$ cat config.mk
export PLATFORM = sky130hd
export DESIGN_NAME = alu_shift_seq_flat
export DESIGN_NICKNAME = d
export VERILOG_FILES = /design/src/rtl/alu_pkg.sv /design/src/rtl/alu_shift_seq_if.sv /design/src/rtl/alu.sv /design/src/rtl/alu_shift_seq.sv /design/src/flat_wrapper.sv
export SDC_FILE = /design/constraint.sdc
export NUM_CORES = 1
export LEC_CHECK = 0
export CAP_MARGIN = 20
export CORE_MARGIN = 2
export CORE_UTILIZATION = 50
export DETAILED_ROUTE_END_ITERATION = 10
export PLACE_DENSITY = 0.83
export SETUP_SLACK_MARGIN = 0.15
export SLEW_MARGIN = 30
export SYNTH_ARGS = -nofsm -noshare
export SYNTH_HDL_FRONTEND = slang
export SYNTH_SLANG_ARGS = --single-unit
$ cat constraint.sdc
create_clock -name clk -period 3.7 [get_ports clk]
set_clock_uncertainty 0.05 [all_clocks]
set_input_delay 0.74 -clock clk [delete_from_list [all_inputs] [get_ports clk]]
set_output_delay 0.74 -clock clk [all_outputs]
set_load 0.02 [all_outputs]
$ cat src/rtl/alu_pkg.sv
// Shared ALU op codes, shift-sequencer states and count helper; no logic of its own.
// SHIFT_COUNT_MASK_EN selects a 5-bit effective shift count instead of the full 8 bits.
package alu_pkg;

    localparam int DATA_W = 16;
    localparam int CNT_W  = 8;

    typedef enum logic [2:0] {
        ALUOP_ADD,
        ALUOP_SUB,
        ALUOP_AND,
        ALUOP_OR,
        ALUOP_XOR,
        ALUOP_SHIFT_LEFT,
        ALUOP_SHIFT_RIGHT,
        ALUOP_PASS
    } alu_op_e;

    typedef enum logic [1:0] {
        IDLE,
        SHIFT,
        DONE
    } seq_state_e;

    function automatic logic [CNT_W-1:0] eff_count(input logic [CNT_W-1:0] count);
`ifdef SHIFT_COUNT_MASK_EN
        return {3'b000, count[4:0]};
`else
        return count;
`endif
    endfunction

endpackage

$ cat src/rtl/alu_shift_seq_if.sv
// Request/result bundle of the shift sequencer: start/dir/operand/count in, busy/done/result/carry out.
// No backpressure: start is only taken while busy is low, done is a single-cycle pulse.
interface alu_shift_seq_if;
    import alu_pkg::*;

    logic              start;
    logic              dir;
    logic [DATA_W-1:0] operand;
    logic [CNT_W-1:0]  count;
    logic              busy;
    logic              done;
    logic [DATA_W-1:0] result;
    logic              carry;

    modport master (
        output start, dir, operand, count,
        input  busy, done, result, carry
    );

    modport slave (
        input  start, dir, operand, count,
        output busy, done, result, carry
    );

endinterface

$ cat src/rtl/alu.sv
// Combinational 16-bit ALU; zero latency, no flow control.
// Shifts move one bit per operation, B[0] is the bit shifted in and co is the bit shifted out.
module alu
    import alu_pkg::*;
(
    input  alu_op_e           op,
    input  logic [DATA_W-1:0] a,
    input  logic [DATA_W-1:0] b,
    output logic [DATA_W-1:0] r,
    output logic              co
);

    always_comb begin
        r  = '0;
        co = 1'b0;
        case (op)
            ALUOP_ADD:         {co, r} = {1'b0, a} + {1'b0, b};
            ALUOP_SUB:         {co, r} = {1'b0, a} - {1'b0, b};
            ALUOP_AND:         r = a & b;
            ALUOP_OR:          r = a | b;
            ALUOP_XOR:         r = a ^ b;
            ALUOP_SHIFT_LEFT: begin
                r  = {a[DATA_W-2:0], b[0]};
                co = a[DATA_W-1];
            end
            ALUOP_SHIFT_RIGHT: begin
                r  = {b[0], a[DATA_W-1:1]};
                co = a[0];
            end
            ALUOP_PASS:        r = a;
            default: begin
                r  = '0;
                co = 1'b0;
            end
        endcase
    end

endmodule

$ cat src/rtl/alu_shift_seq.sv
// Multi-bit logical shifter driving the single-bit ALU shift once per clock; done follows N+1 edges after start (N=0: 1 edge).
// start is accepted only while idle (busy low), never queued; SHIFT_COUNT_MASK_EN masks the count to 5 bits.
module alu_shift_seq
    import alu_pkg::*;
(
    input  logic            clk,
    input  logic            reset,
    alu_shift_seq_if.slave  bus
);

    seq_state_e        state_q, state_d;
    logic [DATA_W-1:0] work_q, work_d;
    logic [CNT_W-1:0]  cnt_q, cnt_d;
    logic              dir_q, dir_d;
    logic              sh_carry_q, sh_carry_d;
    logic              done_q, done_d;
    logic [DATA_W-1:0] result_q, result_d;
    logic              carry_q, carry_d;

    alu_op_e           alu_op;
    logic [DATA_W-1:0] alu_r;
    logic              alu_co;
    logic [CNT_W-1:0]  start_cnt;

    assign alu_op    = dir_q ? ALUOP_SHIFT_RIGHT : ALUOP_SHIFT_LEFT;
    assign start_cnt = eff_count(bus.count);

    // Zero shift-in keeps both directions logical.
    alu u_alu (
        .op (alu_op),
        .a  (work_q),
        .b  ({DATA_W{1'b0}}),
        .r  (alu_r),
        .co (alu_co)
    );

    always_comb begin
        state_d    = state_q;
        work_d     = work_q;
        cnt_d      = cnt_q;
        dir_d      = dir_q;
        sh_carry_d = sh_carry_q;
        done_d     = 1'b0;
        result_d   = result_q;
        carry_d    = carry_q;
        case (state_q)
            IDLE: begin
                if (bus.start) begin
                    work_d     = bus.operand;
                    cnt_d      = start_cnt;
                    dir_d      = bus.dir;
                    sh_carry_d = 1'b0;
                    state_d    = (start_cnt != '0) ? SHIFT : DONE;
                end
            end
            SHIFT: begin
                // cnt is at least 1 here, so the decrement cannot wrap.
                work_d     = alu_r;
                sh_carry_d = alu_co;
                cnt_d      = cnt_q - 1'b1;
                if (cnt_q == 8'd1) begin
                    state_d = DONE;
                end
            end
            DONE: begin
                done_d   = 1'b1;
                result_d = work_q;
                carry_d  = sh_carry_q;
                state_d  = IDLE;
            end
            default: state_d = IDLE;
        endcase
    end

    always_ff @(posedge clk or posedge reset) begin
        if (reset) begin
            state_q    <= IDLE;
            work_q     <= '0;
            cnt_q      <= '0;
            dir_q      <= 1'b0;
            sh_carry_q <= 1'b0;
            done_q     <= 1'b0;
            result_q   <= '0;
            carry_q    <= 1'b0;
        end else begin
            state_q    <= state_d;
            work_q     <= work_d;
            cnt_q      <= cnt_d;
            dir_q      <= dir_d;
            sh_carry_q <= sh_carry_d;
            done_q     <= done_d;
            result_q   <= result_d;
            carry_q    <= carry_d;
        end
    end

    assign bus.busy   = (state_q != IDLE);
    assign bus.done   = done_q;
    assign bus.result = result_q;
    assign bus.carry  = carry_q;

endmodule

$ cat src/flat_wrapper.sv
// flat-port wrapper written by rule: the top's interface ports become plain ports
module alu_shift_seq_flat import alu_pkg::*;
  (clk, reset, bus_start, bus_dir, bus_operand, bus_count, bus_busy, bus_done, bus_result, bus_carry);
  alu_shift_seq_if bus_i ();
  input  logic clk;
  input  logic reset;
  input wire logic [$bits(bus_i.start)-1:0] bus_start;
  input wire logic [$bits(bus_i.dir)-1:0] bus_dir;
  input wire logic [$bits(bus_i.operand)-1:0] bus_operand;
  input wire logic [$bits(bus_i.count)-1:0] bus_count;
  output wire logic [$bits(bus_i.busy)-1:0] bus_busy;
  output wire logic [$bits(bus_i.done)-1:0] bus_done;
  output wire logic [$bits(bus_i.result)-1:0] bus_result;
  output wire logic [$bits(bus_i.carry)-1:0] bus_carry;
  assign bus_i.start = bus_start;
  assign bus_i.dir = bus_dir;
  assign bus_i.operand = bus_operand;
  assign bus_i.count = bus_count;
  assign bus_busy = bus_i.busy;
  assign bus_done = bus_i.done;
  assign bus_result = bus_i.result;
  assign bus_carry = bus_i.carry;
  alu_shift_seq u_core (.clk(clk), .reset(reset), .bus(bus_i));
endmodule
# After elaboration in Yosys (flattened, before gate mapping)
# Cells that the tools add are included.
# Widths: inputs -> output; s select.
dict set report totals {
  ff_bits 46
}
dict set report op_classes {
  n_addsub 1
  eq_ne 13
  mux 14
  n_reduce_logical 10
}
# op n
set op_table {}
lappend op_table {{$pmux 16 s3} 1}
lappend op_table {{$pmux 16 s2} 1}
lappend op_table {{$mux 16} 1}
lappend op_table {{$pmux 8 s2} 1}
lappend op_table {{$eq 3x3->1 const B} 4}
lappend op_table {{$eq 8x1->1 const B} 1}
lappend op_table {{$mux 2} 4}
lappend op_table {{$mux 8} 1}
lappend op_table {{$reduce_bool 8->1} 1}
lappend op_table {{$sub 8x1->8 const B} 1}
lappend op_table {{$eq 3x2->1 const B} 2}
lappend op_table {{$reduce_and 2->1} 3}
lappend op_table {{$reduce_or 5->1} 1}
lappend op_table {{$ne 2x2->1 const B} 2}
lappend op_table {{$pmux 1 s2} 2}
lappend op_table {{$pmux 2 s2} 1}
lappend op_table {{$reduce_bool 2->1} 2}
lappend op_table {{$eq 3x1->1 const B} 1}
lappend op_table {{$logic_not 3->1} 1}
lappend op_table {{$reduce_and 3->1} 1}
lappend op_table {{$eq 2x1->1 const B} 1}
lappend op_table {{$eq 2x2->1 const B} 1}
lappend op_table {{$logic_not 2->1} 1}
lappend op_table {{$mux 1} 2}
lappend op_table {{$ne 2x1->1 const B} 1}

# Logic depth before layout (Yosys ltp)
# Gate-level depths: netlist of run 1.
dict set report depth {
  depth_word 5
  depth_mapped 6
}

# Modules after synthesis
# Synthesis of run 1 repeated with hierarchy kept, for this count alone.
dict set report hier_totals {
  cells_unflattened 634
  area_unflattened_um2 5022.3
}
# mod n_inst cells_per_inst area_each_um2
set modules_own_cells {}
lappend modules_own_cells {alu 1 429 2866.5}
lappend modules_own_cells {alu_shift_seq 1 205 2155.8}

# Least setup slack after synthesis of run 1
# No wires, ideal clock.
dict set report synth_path {
  kind {input port to flip-flop}
  start {input port bus_start}
  end {register u_core.work_q[10]}
  setup_time_ps 104
  arrival_ps 1560
  required_ps 3546
  slack_ps 1986
  cell_stages 5
  path_cell_list {buf_2 -> clkbuf_1 -> o22a_1 -> nor2_1 -> a221oi_1}
}
dict set report synth_via {
  elab_chain_len 2
}
# item line_no
set synth_lines {}
lappend synth_lines {{from (decl)} flat_wrapper.sv:7} ;# input wire logic [$bits(bus_i.start)-1:0] bus_start;
lappend synth_lines {{$ne 2x2->1 (no source line)} -}
lappend synth_lines {{$reduce_and 3->1 (no source line)} -}
lappend synth_lines {{to (signal assigned)} alu_shift_seq.sv:87} ;# work_q <= work_d;
lappend synth_lines {{to (decl)} alu_shift_seq.sv:12} ;# logic [DATA_W-1:0] work_q, work_d;
# No other way between the ends.
# A chain may end at the register's enable or synchronous reset.

# Final worst setup path of run 1
dict set report layout_path {
  start {register u_core.state_q[1]}
  end {output port bus_busy}
}
dict set report layout_via {
  elab_chain_len 1
}
# item line_no
set layout_lines {}
lappend layout_lines {{from (decl)} alu_shift_seq.sv:11} ;# seq_state_e state_q, state_d;
lappend layout_lines {{from (signal assigned)} alu_shift_seq.sv:86} ;# state_q <= state_d;
lappend layout_lines {{$reduce_bool 2->1} alu_shift_seq.sv:97} ;# assign bus.busy = (state_q != IDLE);
lappend layout_lines {{to (decl)} flat_wrapper.sv:11} ;# output wire logic [$bits(bus_i.busy)-1:0] bus_busy;
# No other way between the ends.

==> impl_metrics.py, run 1 <==
metrics = {
    "timing": {
        "grt_setup_unrepaired": "false",
        "finalSetupViolCount": 0,
        "hold_viol": 0,
        "worst_pin_slew_ns": 0.946,
        "post-route-period-util": 0.776,
        "timing.fmax_mhz": 348,
        "fin_tns_setup_ns": 0,
        "drv_slew": 0,
        "timing.final.crit_period_ns": 2.87,
        "maxSlewHeadroom": 0.368,
    },
    "cts": {
        "postCtsHoldBufs": 0,
        "post_cts_buffers": 0,
        "clk_pin_slew_worst_paths_ns": 0.08,
        "htreeDepth": 2,
        "clk_latency_ns": 0.30,
        "clockBufferDepth": 2,
        "cts_resized": 0,
        "tritoncts": "yes",
        "cts_buffers": 5,
        "cts_sinks": 46,
        "root_buffer": "clkbuf_8",
    },
    "place": {
        "gp_congestion": 0.934,
        "dpl.hpwl_um": 3690,
        "io_buffers": 46,
        "dp.cells": 298,
    },
    "yosys": {
        "synthMuxAreaShare": 0.134,
        "synth_fp_nets": 243,
        "postSynthAreaPerCell_um2": 10.9,
        "ys_ff_latch": 46,
        "netlist-cell-type-count": 37,
        "ys_seq_area_frac": 0.494,
        "yosysWarnings": 0,
        "synth_area_leaders": "dfrtp_1, mux2_2, o22a_1",
        "synthSimpleGateAreaFrac": 0.0983,
        "yosys.area.top_type": "dfrtp_1",
        "syn_area_mm2": 0.00233,
        "synthCells": 213,
        "synth_compound_area_frac": 0.203,
        "synth_fa_ha_area_frac": 0.0107,
        "synth_top_family_by_area": "compound AO/OA/AOI/OAI gates",
        "synthXorXnorAreaFrac": 0.00752,
        "synth_top_area_frac": 0.494,
    },
    "layout": {
        "multi_input_area_mm2": 0.00106,
        "fin_cells": 306,
        "layout-drive-gt1-share": 0.169,
        "synthToLayoutAreaGrowth_pct": 24.6,
        "fill_cells": 380,
        "num_antenna_cells": 0,
        "regArea_mm2": 0.00115,
        "nNetsFinal": 283,
        "final_cell_mix": "clkdlybuf4s50_1, dfrtp_1, mux2_2",
    },
    "power_and_ir_drop": {
        "p_total_uw": 2620,
        "p_leak_uw": 0.00117,
        "swShare": 0.404,
        "ir_worst_vdd_uv": 392,
        "p_comb_frac": 0.475,
        "p_int_uw": 1560,
        "p_per_area_mw_per_mm2": 902,
        "pwr-share-seq": 0.394,
        "p_sw_uw": 1060,
        "p_clk_frac": 0.131,
    },
    "run": {
        "maxCapViolations": 0,
    },
    "grt": {
        "antenna_found_initial": 0,
        "grt_max_degree": 28,
        "grt_remaining_overflow": 0,
        "grt.total_usage": 0.216,
        "grt_pass1_vias": 1779,
        "grt_pass1_wl_um": 8710,
    },
    "die": {
        "die_h_um": 72.2,
        "start_util": 0.527,
        "die_w_um": 72.2,
        "num_io_pins": 47,
        "die_area_mm2": 0.00522,
        "fp-row-count": 24,
        "core_mm2": 0.00441,
    },
    "detailed_routing": {
        "postRouteWirelength_um": 5230,
        "first_pass_iters": 4,
        "num_vias": 1843,
        "vias_per_cell": 6.02,
        "ant_nets": 0,
        "wl_per_cell_um": 17.1,
        "post-route-drc-count": 0,
        "dr.first_iter.drc_count": 116,
    },
    "worst_setup_path": {
        "start_kind": "flop",
        "cp.required_ns": 2.91,
        "worstSetupPathType": "flop to output port",
        "end_kind": "output port",
        "path_max_fanout": 14,
        "cp.arrival_ns": 2.08,
    },
    "worst_hold_path": {
        "min_path_type": "flop to flop",
    },
    "outcome": {
        "status": "completed",
    },
}
==> through the flow <==
step	setup slack [ns]	area (um2)	util	hold slack (ns)
final	0.830	2900	0.657	0.454
after global routing	0.749	2900	0.657	0.473
after CTS	0.906	2900	0.656	0.460
after detailed placement	1.15	2790	0.633	0.440
after global placement	1.22	2790	0.633	0.411
after floorplan	1.82	2330	-	0.394
==> per-layer routing <==
layer,up-vias,wire [um],GRT usage,share of wire
li1,871,-,-,-
met1,924,2290,0.289,0.44
met2,42,2640,0.353,0.51
met3,6,225,0.0389,0.043
met4,0,70,0.0797,0.013
met5,-,0,0,0
==> Yosys cell counts <==
master	count
nor3b_1	5
ha_1	2
inv_1	10
nor4b_2	1
a21oi_1	17
o22a_1	14
mux2i_1	11
nand2_1	14
o32ai_1	1
nor3_1	2
nor4_2	1
nand2b_1	2
nor4_1	2
nand3_1	3
o22ai_1	7
buf_1	2
nor2_1	10
o221a_2	5
mux2_2	18
or4_4	1
xor2_1	1
o21ai_1	1
nor2_2	2
o21ba_2	1
a211oi_1	2
a31oi_1	1
xnor2_1	1
clkbuf_1	4
o22a_2	1
dfrtp_1	46
o211ai_1	5
a221oi_1	5
o21ai_0	4
buf_2	7
buf_4	2
a21o_1	1
buf_6	1
==> kinds of logic after synthesis <==
| group | Yosys count |
|---|---|
| simple gates | 43 |
| xor+xnor | 2 |
| flops | 46 |
| mux | 29 |
| fa+ha+maj | 2 |
| buf+inv | 26 |
| compound gates | 65 |
==> power by group through the flow <==
stage	logic [uW]	clock network (uW)	registers, uW
2_1_floorplan	841	0	1040
3_5_place_dp	1240	0	1040
6_report	1240	342	1030
3_3_place_gp	1200	0	1030
5_1_grt	1360	373	1070
4_1_cts	1250	352	1030
==> sequential cells by signal, summed over array words and instances, names as in the netlist <==
register	cells
u_core.bus.result	16
u_core.work_q	16
u_core.cnt_q	8
u_core.state_q	2
u_core.bus.carry	1
u_core.bus.done	1
u_core.dir_q	1
u_core.sh_carry_q	1
==> worst max-delay path, stage by stage (launching register included) <==
cell and delay [ns]:
dfrtp_1 0.60, inv_1 0.35, nand2_1 0.20, clkdlybuf4s50_1 0.63
==> path summary, 6_finish.rpt <==
kind / from / end / slack (ns) / depth (start not counted)
max reg2reg: u_core.state_q[1]$_DFFE_PP0P_ / u_core.bus.result[8]$_DFFE_PP0P_ / 1.36 / 3
max: u_core.state_q[1]$_DFFE_PP0P_ / bus_busy / 0.83 / 3
min reg2reg: u_core.sh_carry_q$_DFFE_PP0P_ / u_core.sh_carry_q$_DFFE_PP0P_ / 0.45 / 2
min in group asynchronous: reset / u_core.bus.result[9]$_DFFE_PP0P_ / 0.75 / 2
max in group asynchronous: reset / u_core.work_q[1]$_DFFE_PP0P_ / 2.16 / 3
min: u_core.sh_carry_q$_DFFE_PP0P_ / u_core.sh_carry_q$_DFFE_PP0P_ / 0.45 / 2
==> area by class of cell <==
| cell class | count | share of cell area |
|---|---|---|
| Sequential cell | 46 | 0.397 |
| Inverter | 10 | 0.0129 |
| Tap cell | 52 | 0.0224 |
| Timing Repair Buffer | 49 | 0.167 |
| Clock buffer | 7 | 0.0332 |
| Multi-Input combinational cell | 141 | 0.365 |
| Clock inverter | 1 | 0.00302 |
No activity file was read; power rests on OpenSTA's default activity.
==> run 2: changes to the inputs <==
==> constraint.sdc (replaced) <==
create_clock -name clk -period 2.77 [get_ports clk]
set_clock_uncertainty 0.05 [all_clocks]
set_input_delay 0.554 -clock clk [delete_from_list [all_inputs] [get_ports clk]]
set_output_delay 0.554 -clock clk [all_outputs]
set_load 0.02 [all_outputs]
==> impl_metrics.py, run 2 (same netlist as run 1, synthesis figures left out) <==
metrics = {
    "cts": {
        "clk_pin_slew_worst_paths_ns": 0.08,
        "clockBufferDepth": 2,
        "tritoncts": "yes",
        "root_buffer": "clkbuf_8",
        "cts_sinks": 46,
        "post_cts_buffers": 0,
        "cts_buffers": 5,
        "clk_latency_ns": 0.30,
        "htreeDepth": 2,
        "cts_resized": 0,
        "postCtsHoldBufs": 0,
    },
    "grt": {
        "grt_util_met1": 0.309,
        "met2_usage": 0.343,
        "grt_pass1_wl_um": 8800,
        "grt.total_usage": 0.216,
        "grtUsageMet3": 0.0375,
        "grt_max_degree": 47,
        "grt_remaining_overflow": 0,
        "grt_pass1_vias": 1824,
        "grt_busiest_layer": "met2",
        "antenna_found_initial": 0,
    },
    "detailed_routing": {
        "postRouteWirelength_um": 5150,
        "num_vias": 1854,
        "dr.first_iter.drc_count": 135,
        "ant_nets": 0,
        "wl_per_cell_um": 16.7,
        "vias_per_cell": 6.00,
        "first_pass_iters": 4,
        "post-route-drc-count": 0,
    },
    "timing": {
        "drv_slew": 0,
        "post-route-period-util": 0.867,
        "fin_ws_ns": 0.368,
        "worst_pin_slew_ns": 0.613,
        "finalSetupViolCount": 0,
        "hold_viol": 0,
        "grt_setup_unrepaired": "false",
        "fin_tns_setup_ns": 0,
        "timing.final.crit_period_ns": 2.40,
        "timing.fmax_mhz": 416,
        "maxSlewHeadroom": 0.591,
        "hold_slack_ns": 0.442,
    },
    "die": {
        "die_w_um": 72.2,
        "start_util": 0.527,
        "num_io_pins": 47,
        "core_mm2": 0.00441,
        "fp-row-count": 24,
        "die_h_um": 72.2,
        "die_area_mm2": 0.00522,
    },
    "worst_setup_path": {
        "path_max_fanout": 13,
        "worstSetupPathType": "flop to output port",
        "cp.required_ns": 2.17,
        "cp.arrival_ns": 1.80,
        "end_kind": "output port",
        "start_kind": "flop",
    },
    "layout": {
        "layout-drive-gt1-share": 0.175,
        "regArea_mm2": 0.00115,
        "num_antenna_cells": 0,
        "multi_input_area_mm2": 0.00106,
        "synthToLayoutAreaGrowth_pct": 24.7,
        "fill_cells": 384,
        "nNetsFinal": 287,
        "final_util": 0.658,
        "final_cell_mix": "clkdlybuf4s50_1, dfrtp_1, mux2_2",
    },
    "place": {
        "gp_congestion": 0.893,
        "dpl.hpwl_um": 3510,
        "dp_slack_ns": 0.425,
        "io_buffers": 46,
    },
    "power_and_ir_drop": {
        "p_leak_uw": 0.00117,
        "p_per_area_mw_per_mm2": 1190,
        "ir_worst_vdd_uv": 621,
    },
    "run": {
        "maxCapViolations": 0,
    },
    "worst_hold_path": {
        "min_path_type": "flop to flop",
    },
    "outcome": {
        "status": "completed",
    },
}
[run 2: cell types whose count changed in the layout (fill, tap and decap cells not counted)]
cell	change
clkinv_1	+1
clkbuf_8	-2
clkinv_4	-1
inv_2	-1
clkinv_2	+2
buf_4	+4
[run 2: path summary, 6_finish.rpt]
path                                          startpoint                                to  slack, ns  cells after the start
hold reg to reg            u_core.sh_carry_q$_DFFE_PP0P_     u_core.sh_carry_q$_DFFE_PP0P_       0.44                      2
min in group asynchronous                          reset  u_core.bus.result[9]$_DFFE_PP0P_       0.65                      3
setup reg to reg           u_core.state_q[1]$_DFFE_PP0P_      u_core.work_q[8]$_DFFE_PP0P_       0.97                      4
hold / removal             u_core.sh_carry_q$_DFFE_PP0P_     u_core.sh_carry_q$_DFFE_PP0P_       0.44                      2
max in group asynchronous                          reset      u_core.work_q[9]$_DFFE_PP0P_       1.61                      3
setup / recovery           u_core.state_q[1]$_DFFE_PP0P_                          bus_busy       0.37                      3
[run 2: critical path, stage by stage (launching register included)]
cell             delay, ns
dfrtp_1               0.65
inv_1                 0.11
nand2_1               0.13
clkdlybuf4s50_1       0.61
[run 2: final cells by class]
type	instances	area share
Multi-Input combinational cell	141	0.364
Clock inverter	2	0.00345
Inverter	10	0.0129
Tap cell	52	0.0224
Timing Repair Buffer	53	0.177
Sequential cell	46	0.396
Clock buffer	5	0.0237
[run 2: metal layers]
metal	share of wire	wire length (um)	vias up
met5	0	0	-
met4	0.0087	45	0
met3	0.050	256	6
met2	0.48	2490	51
met1	0.46	2360	923
li1	-	-	874
[run 2: where the power goes]
| part | internal [uW] | switching, uW |
|---|---|---|
| logic | 870 | 836 |
| clock network | 170 | 219 |
| registers | 1010 | 341 |
| total | 2050 | 1400 |
[run 2: through the flow]
step | instance area (um2) | total power [uW] | cells
after global routing | 2900 | 3710 | 309
after detailed placement | 2820 | 3060 | 302
after global placement | 2820 | 3010 | 302
final | 2900 | 3440 | 309
after floorplan | 2330 | 2510 | 213
after CTS | 2900 | 3450 | 309
